$ cat config.mk
export PLATFORM = sky130hd
export DESIGN_NAME = alarm_trigger
export DESIGN_NICKNAME = d
export VERILOG_FILES = /design/src/rtl/alarm_trigger_pkg.sv /design/src/rtl/alarm_tick_gen.sv /design/src/rtl/alarm_trigger.sv
export SDC_FILE = /design/constraint.sdc
export NUM_CORES = 1
export LEC_CHECK = 0
export CAP_MARGIN = 20
export CORE_MARGIN = 1
export CORE_UTILIZATION = 39
export CTS_BUF_LIST = sky130_fd_sc_hd__clkbuf_4 sky130_fd_sc_hd__clkbuf_8 sky130_fd_sc_hd__clkbuf_16
export CTS_CLUSTER_DIAMETER = 200
export DETAILED_ROUTE_END_ITERATION = 10
export PLACE_DENSITY = 0.62
export SLEW_MARGIN = 0
export SYNTH_ARGS = -nofsm -noshare
export SYNTH_HDL_FRONTEND = slang
export SYNTH_SLANG_ARGS = --single-unit
$ cat constraint.sdc
create_clock -name clk_in -period 2.67 [get_ports clk_in]
set_clock_uncertainty 0.05 [all_clocks]
set_input_delay 0.534 -clock clk_in [delete_from_list [all_inputs] [get_ports clk_in]]
set_output_delay 0.534 -clock clk_in [all_outputs]
set_load 0.005 [all_outputs]
$ cat src/rtl/alarm_trigger_pkg.sv
// alarm_trigger_pkg: state encodings, time-field widths and helpers for the alarm controller
package alarm_trigger_pkg;
    localparam int HOUR_W = 5;
    localparam int MIN_W  = 6;
    localparam int SEC_W  = 6;
    typedef enum logic [1:0] {
        ST_IDLE   = 2'b00,
        ST_RING   = 2'b01,
        ST_SNOOZE = 2'b10
    } state_t;
    function automatic int max2(input int a, input int b);
        return a > b ? a : b;
    endfunction
endpackage

$ cat src/rtl/alarm_tick_gen.sv
// alarm_tick_gen: one-cycle sec_tick every TICKS_PER_SEC cycles, restartable by clr
module alarm_tick_gen #(
    parameter int TICKS_PER_SEC = 100_000_000
) (
    input  logic clk_in,
    input  logic rst,
    input  logic clr,
    output logic sec_tick
);
    localparam int W = TICKS_PER_SEC > 1 ? $clog2(TICKS_PER_SEC) : 1;
    logic [W-1:0] cnt;
    assign sec_tick = cnt == W'(TICKS_PER_SEC - 1);
    always_ff @(posedge clk_in) begin
        if (rst || clr || sec_tick) cnt <= '0;
        else cnt <= cnt + 1'b1;
    end
endmodule

$ cat src/rtl/alarm_trigger.sv
// alarm_trigger: alarm FSM comparing clock time to alarm time, with stop, snooze, ring timeout
module alarm_trigger
    import alarm_trigger_pkg::*;
#(
    parameter int TICKS_PER_SEC    = 100_000_000,
    parameter int RING_TIMEOUT_SEC = 60,
    parameter int SNOOZE_MIN       = 5,
    parameter int MAX_SNOOZE       = 3
) (
    input  logic              clk_in,
    input  logic              rst,
    input  logic [HOUR_W-1:0] cur_hour,
    input  logic [MIN_W-1:0]  cur_min,
    input  logic [SEC_W-1:0]  cur_sec,
    input  logic [HOUR_W-1:0] alm_hour,
    input  logic [MIN_W-1:0]  alm_min,
    input  logic              alm_on,
    input  logic              btn_stop,
    input  logic              btn_snooze,
    output logic              siren_enb,
    output logic              snoozing,
    output logic [1:0]        snooze_cnt
);
    localparam int SNOOZE_SEC = SNOOZE_MIN * 60;
    localparam int SW = $clog2(max2(RING_TIMEOUT_SEC, SNOOZE_SEC) + 1);
    state_t        state, nxt;
    logic          match, match_q, fire, sec_tick, clr, ring_done, snz_done;
    logic [SW-1:0] sec_cnt;
    assign match     = alm_on && cur_hour == alm_hour && cur_min == alm_min && cur_sec == '0;
    assign fire      = match && !match_q;
    assign ring_done = sec_tick && sec_cnt == SW'(RING_TIMEOUT_SEC - 1);
    assign snz_done  = sec_tick && sec_cnt == SW'(SNOOZE_SEC - 1);
    // Restart the timebase on every state change so dwell times are whole seconds
    assign clr       = nxt != state;
    assign siren_enb = state == ST_RING;
    assign snoozing  = state == ST_SNOOZE;
    alarm_tick_gen #(.TICKS_PER_SEC(TICKS_PER_SEC)) u_tick (
        .clk_in  (clk_in),
        .rst     (rst),
        .clr     (clr),
        .sec_tick(sec_tick)
    );
    always_comb begin
        nxt = ST_IDLE;
        if (alm_on)
            case (state)
                ST_IDLE:   nxt = fire ? ST_RING : ST_IDLE;
                ST_RING:   nxt = btn_stop ? ST_IDLE :
                                 (btn_snooze && snooze_cnt < 2'(MAX_SNOOZE)) ? ST_SNOOZE :
                                 ring_done ? ST_IDLE : ST_RING;
                ST_SNOOZE: nxt = btn_stop ? ST_IDLE : snz_done ? ST_RING : ST_SNOOZE;
                default:   nxt = ST_IDLE;
            endcase
    end
    always_ff @(posedge clk_in) begin
        if (rst) begin
            state      <= ST_IDLE;
            match_q    <= 1'b1;
            sec_cnt    <= '0;
            snooze_cnt <= '0;
        end else begin
            state      <= nxt;
            match_q    <= match;
            sec_cnt    <= (clr || state == ST_IDLE) ? '0 : sec_tick ? sec_cnt + 1'b1 : sec_cnt;
            snooze_cnt <= nxt == ST_IDLE ? '0 :
                          (state == ST_RING && nxt == ST_SNOOZE) ? snooze_cnt + 2'd1 : snooze_cnt;
        end
    end
endmodule

Word level (Yosys, flattened, before mapping)
Cells that the tools add are included.
{"block": "totals", "regBits": 41, "out_inout_bits": 4, "input_bits": 33, "wordCells": 43}
{"block": "op_classes", "muxes": 8, "n_addsub": 3, "n_lt_le_gt_ge": 1, "n_reduce_logical": 17, "n_eq_ne": 9}
{"operator": "$add 27x1->27 const B", "count": 1}
{"operator": "$eq 27x27->1 const B", "count": 1}
{"operator": "$mux 2", "count": 5}
{"operator": "$add 9x1->9 const B", "count": 1}
{"operator": "$eq 9x6->1 const B", "count": 1}
{"operator": "$eq 9x9->1 const B", "count": 1}
{"operator": "$logic_and 1x1->1", "count": 8}
{"operator": "$eq 6x6->1", "count": 1}
{"operator": "$logic_not 6->1", "count": 1}
{"operator": "$pmux 2 s3", "count": 1}
{"operator": "$eq 5x5->1", "count": 1}
{"operator": "$eq 2x2->1 const B", "count": 2}
{"operator": "$logic_not 2->1", "count": 2}
{"operator": "$reduce_or 2->1", "count": 2}
{"operator": "$logic_or 1x1->1", "count": 3}
{"operator": "$add 2x1->2 const B", "count": 1}
{"operator": "$eq 2x1->1 const B", "count": 1}
{"operator": "$lt 2x2->1 const B", "count": 1}
{"operator": "$mux 1", "count": 2}
{"operator": "$ne 2x2->1", "count": 1}
{"operator": "$logic_not 1->1", "count": 1}

Logic depth before layout (Yosys ltp)
Gate-level depths: netlist of run 1.
{"block": "depth", "ltp_word": 11, "mapped_depth": 8, "depth_no_buf": 7}

Cells and area by module
Synthesis of run 1 repeated with hierarchy kept, for this count alone.
{"block": "hier_totals", "hier_cells": 259, "area_unflattened_um2": 2264.7}
{"module": "alarm_tick_gen", "seq_area_each_um2": 540.5, "area_per_inst_um2": 1392.6, "cells_each": 158, "instances": 1}
{"module": "alarm_trigger", "seq_area_each_um2": 280.3, "area_per_inst_um2": 872.1, "cells_each": 101, "instances": 1}

Worst setup path before layout of run 1
OpenSTA, ideal clock, no wires.
{"block": "synth_timing", "kind": "register to register", "startpoint": "register sec_cnt[0]", "endpoint": "register u_tick.cnt[7]", "arrival_time_ns": 2.240, "setup_time_ns": 0.115, "setup_slack_ns": 0.265, "period_less_slack_ns": 2.405, "n_path_buf": 1, "t_required_ns": 2.505, "stages_incl_launch_ff": 9, "path_cell_list": "dfxtp_1 > ha_1 > or4bb_1 > nor3b_1 > and4bb_2 > nor3_1 > o21ai_2 > buf_6 > nor2_1"}
{"block": "synth_between", "elab_chain_cells": 10, "word_cells_on_any_way": 14, "cone_classes": "eq/ne: 3; mux: 7; reduce/logical: 4"}
{"element": "start: declaration", "line": "alarm_trigger.sv:28", "source": "logic [SW-1:0] sec_cnt;"}
{"element": "start signal: assignment", "line": "alarm_trigger.sv:64", "source": "sec_cnt <= (clr || state == ST_IDLE) ? '0 : sec_tick ? sec_cnt + 1'b1 : sec_cnt;"}
{"element": "$eq 9x6->1", "line": "alarm_trigger.sv:31", "source": "assign ring_done = sec_tick && sec_cnt == SW'(RING_TIMEOUT_SEC - 1);"}
{"element": "$logic_and 1x1->1", "line": "alarm_trigger.sv:31"}
{"element": "$mux 1", "line": "alarm_trigger.sv:50", "source": "ring_done ? ST_IDLE : ST_RING;"}
{"element": "$mux 2", "line": "alarm_trigger.sv:49", "source": "(btn_snooze && snooze_cnt < 2'(MAX_SNOOZE)) ? ST_SNOOZE :"}
{"element": "$mux 2", "line": "alarm_trigger.sv:48", "source": "ST_RING: nxt = btn_stop ? ST_IDLE :"}
{"element": "$pmux 2 s3 (*)", "line": "alarm_trigger.sv:46", "source": "case (state)"}
{"element": "$mux 2 (*)", "line": "alarm_trigger.sv:45", "source": "if (alm_on)"}
{"element": "$ne 2x2->1 (*)", "line": "alarm_trigger.sv:34", "source": "assign clr = nxt != state;"}
{"element": "$logic_or 1x1->1 (*) (2 in series)", "line": "alarm_tick_gen.sv:14", "source": "if (rst || clr || sec_tick) cnt <= '0;"}
{"element": "end signal: assignment", "line": "alarm_tick_gen.sv:15", "source": "else cnt <= cnt + 1'b1;"}
{"element": "end: declaration", "line": "alarm_tick_gen.sv:11", "source": "logic [W-1:0] cnt;"}
Mark *: on every way between the ends. The rest lies on a longest branch, timed or not.
A chain may end at the register's enable or synchronous reset.

Worst setup path after layout of run 1
{"block": "layout_timing", "startpoint": "register u_tick.cnt[25]", "endpoint": "register snooze_cnt[1]"}
{"block": "layout_between", "elab_chain_cells": 9, "word_cells_on_any_way": 14, "cone_classes": "eq/ne: 2; mux: 7; reduce/logical: 5"}
{"element": "$eq 27x27->1 (*)", "line": "alarm_tick_gen.sv:12", "source": "assign sec_tick = cnt == W'(TICKS_PER_SEC - 1);"}
{"element": "$logic_and 1x1->1", "line": "alarm_trigger.sv:31"}
{"element": "$mux 1", "line": "alarm_trigger.sv:50"}
{"element": "$mux 2", "line": "alarm_trigger.sv:49"}
{"element": "$mux 2", "line": "alarm_trigger.sv:48"}
{"element": "$pmux 2 s3 (*)", "line": "alarm_trigger.sv:46"}
{"element": "$mux 2 (*)", "line": "alarm_trigger.sv:45"}
{"element": "$eq 2x2->1 or $logic_not 2->1 (tied branches)", "line": "alarm_trigger.sv:66, alarm_trigger.sv:65"}
{"element": "$logic_and 1x1->1 or $reduce_or 2->1 (tied branches)"}
{"element": "end signal: assignment", "line": "alarm_trigger.sv:65", "source": "snooze_cnt <= nxt == ST_IDLE ? '0 :"}
{"element": "end: declaration", "line": "alarm_trigger.sv:22", "source": "output logic [1:0] snooze_cnt"}
Marked as above.

==> summary.md, run 1 <==
| Metric | Value |
|---|---|
| Outcome | `complete, no violations` |
| Final Slew Violations | `0` |
| Sequential Power Share | `53.8%` |
| Initial Util | `40.6%` |
| Synth area leader | `dfxtp_1` |
| Die H | `74.9 um` |
| Worst Setup End Kind | `register` |
| Critical path data required time | `2.80 ns` |
| Drt drc | `0` |
| Clk Latency, worst-skew pair | `0.29 ns` |
| Final hold vios | `0` |
| Post-synth EDFFs | `0` |
| Pwr Density | `429 nW/um^2` |
| Tcrit/Tclk final | `93.2%` |
| LEAKAGE | `0.000976 uW` |
| Core Rows | `26` |
| Crit path cell chain | `or4b_1, or3b_4, nor4_4, a41oi_1, o31ai_2, o211ai_1` |
| Max transition margin | `69.3%` |
| Syn nets | `270` |
| Yosys warns | `0` |
| Internal | `912 uW` |
| IO buf count | `36` |
| Number of max-cap violations | `0` |
| Peak supply drop | `0.000264 V` |
| Worst setup SP type | `register` |
| Post-CTS setup buffer count | `0` |
| Multi-input logic area | `1190 um^2` |
| Proportion of layout cells with a drive suffix above 1 | `9.47%` |
| Minimum clock period | `2.49 ns` |
| CP max stage delay | `0.52 ns` |
| NumNets Final | `320` |
| Crit path DAT | `2.62 ns` |
| GR Util All Layers | `15.9%` |
| Clock Tree Root | `clkbuf_8` |
| Sequential fraction of the synthesis area | `39.6%` |
| TritonCTS clock tree | `built` |
| First-pass GRT wire length | `6840 um` |
| CTS max path bufs | `2` |
| Core Area | `5110 um^2` |
| Post-CTS Hold Buffers | `0` |
| Sw Ratio | `20.8%` |
| Die area | `5610 um^2` |
| Post-Syn Instances | `234` |
| Layout area overhead | `29.4%` |
| Netlist cell types | `42` |
| Cts repair resizes | `0` |
| Largest net degree at the start of global routing | `28` |
| Worst path slowest cell | `or4b_1` |
| NetSw | `240 uW` |
| Antenna Nets Post-Route | `0` |
| Min-Delay Path Class | `reg2reg` |
| Via Count | `1,684` |
| Routability congestion estimate from global placement | `0.732` |
| Fillers | `497` |
| F_max | `402 MHz` |
| Clock sink count | `41` |
| Clk pin slew, worst setup/hold paths | `0.08 ns` |
| Final TNS setup | `0 ns` |
| Initial drt markers | `58` |
| Least-Margin Pin Slew | `0.456 ns` |
| Initial antenna violation count | `0` |
| Ranking of synthesized cells by area | `dfxtp_1 (40%), xor2_1 (13%), nor2_1 (8.3%)` |
| Vias/cell | `4.74` |
| H-tree Lvls | `2` |
| CTS buffer count | `5` |
| Clk pwr share | `38.0%` |
| WL final | `3950 um` |
| Avg Cell Area, Syn | `8.87 um^2` |
| WP buf/inv | `0` |
| RSZ-0062 raised after global routing | `false` |
| Asr flop ratio synth | `0%` |
| Hold_ws | `0.415 ns` |
| Boundary Pins | `37` |
| Synthesis-stage register bit count | `41` |
| Most used DFF post-synth | `dfxtp_1` |
| Register Area | `821 um^2` |
| DRT Pass-1 Iters | `4` |
| Wire per inst | `11.1 um` |
| Power share of the combinational group | `8.3%` |
| CP max FO | `4` |
| Antenna cells | `0` |
| Crit Path Category | `reg2reg` |
| Overflow left after global routing | `0` |
| HPWL after DPL | `2990 um` |
| Number of setup violations in the final report | `0` |
| Top-area cell type share of the netlist area | `39.6%` |
| Number of global-route vias before repair | `1,545` |
| Family with the most delay on the worst path | `simple AND/OR/NAND/NOR gates` |
| Die width | `74.9 um` |
| Cell area after synthesis | `2070 um^2` |
layout make-up:
cell class	count	area share, %
Tap cell	70	3.26
Clock buffer	7	3.59
Inverter	8	1.12
Timing Repair Buffer	47	17.0
Multi-Input combinational cell	181	44.3
Sequential cell	41	30.6
Clock inverter	1	0.186
flip-flops by register name (all words and copies together), names as in the netlist:
name / cells
state: 2
u_tick.cnt: 27
snooze_cnt: 2
sec_cnt: 9
match_q: 1
cells in the final DEF (no fill, tap or decap), types with 8 or more instances in the layout:
| cell type | count |
|---|---|
| buf_4 | 10 |
| nor3_1 | 8 |
| xnor2_1 | 13 |
| dfxtp_1 | 41 |
| nand3_1 | 13 |
| inv_1 | 8 |
| nand4_1 | 12 |
| xor2_1 | 31 |
| nand2_1 | 10 |
| nor2_1 | 46 |
| clkdlybuf4s50_1 | 36 |
metal layers:
| metal | GRT usage [%] | part of all wire (%) | vias up |
|---|---|---|---|
| li1 | - | - | 911 |
| met1 | 20.0 | 49 | 758 |
| met2 | 27.1 | 48 | 10 |
| met3 | 3.21 | 1.9 | 5 |
| met4 | 5.66 | 0.99 | 0 |
| met5 | 0 | 0 | - |
stage by stage:
stage	instance area, um^2	power, uW	instances	setup WS, ns	util (%)
after floorplan	2070	669	234	0.265	-
after global placement	2580	729	347	0.0316	50.6
after detailed placement	2580	730	347	0.0216	50.6
after CTS	2690	1180	355	0.142	52.6
after global routing	2690	1210	355	0.0510	52.6
final	2690	1150	355	0.181	52.6
kinds of logic after synthesis:
group / share of synthesized area (%)
and+or+nand+nor: 31.6
xor gates and xnor gates: 18.6
DFF: 39.6
AOI/OAI and AO/OA: 4.89
buffers and inverters: 3.08
adders and majority gates: 1.81
muxes: 0.483
worst paths after layout:
path                                     start       endpoint  slack, ns  cells after the start
worst min register to register   u_tick.cnt[0]  u_tick.cnt[0]       0.41                      1
worst min-delay path             u_tick.cnt[0]  u_tick.cnt[0]       0.41                      1
worst max register to register  u_tick.cnt[25]  snooze_cnt[1]       0.18                      6
worst max-delay path            u_tick.cnt[25]  snooze_cnt[1]       0.18                      6
Yosys cell counts (3+ instances only):
master   instances
nor2_1          46
and2_1           3
nor4b_1          3
nand4_1         12
nor3_1           8
and4_1           3
and3_1           7
xnor2_1         13
ha_1             3
xor2_1          31
dfxtp_1         41
nand2_1         10
nand3_1         13
nor2b_1          3
inv_1            8
power groups by stage:
stage	clock (uW)	sequential, uW	combinational [uW]
2_1_floorplan	0	633	36.5
3_3_place_gp	0	634	96.0
3_5_place_dp	0	634	96.4
4_1_cts	461	619	96.8
5_1_grt	488	620	105
6_report	437	619	95.5
Power figures use the tool's default switching activity.
==> inputs of run 2 (changes only) <==
--- a/config.mk
+++ b/config.mk
@@ -11,6 +11,7 @@
 export CTS_BUF_LIST = sky130_fd_sc_hd__clkbuf_4 sky130_fd_sc_hd__clkbuf_8 sky130_fd_sc_hd__clkbuf_16
 export CTS_CLUSTER_DIAMETER = 200
 export DETAILED_ROUTE_END_ITERATION = 10
+export HOLD_SLACK_MARGIN = 0.12
 export PLACE_DENSITY = 0.62
 export SLEW_MARGIN = 0
 export SYNTH_ARGS = -nofsm -noshare
==> results of run 2 <==
Final layout, timing and power as in run 1 (identical DEF).
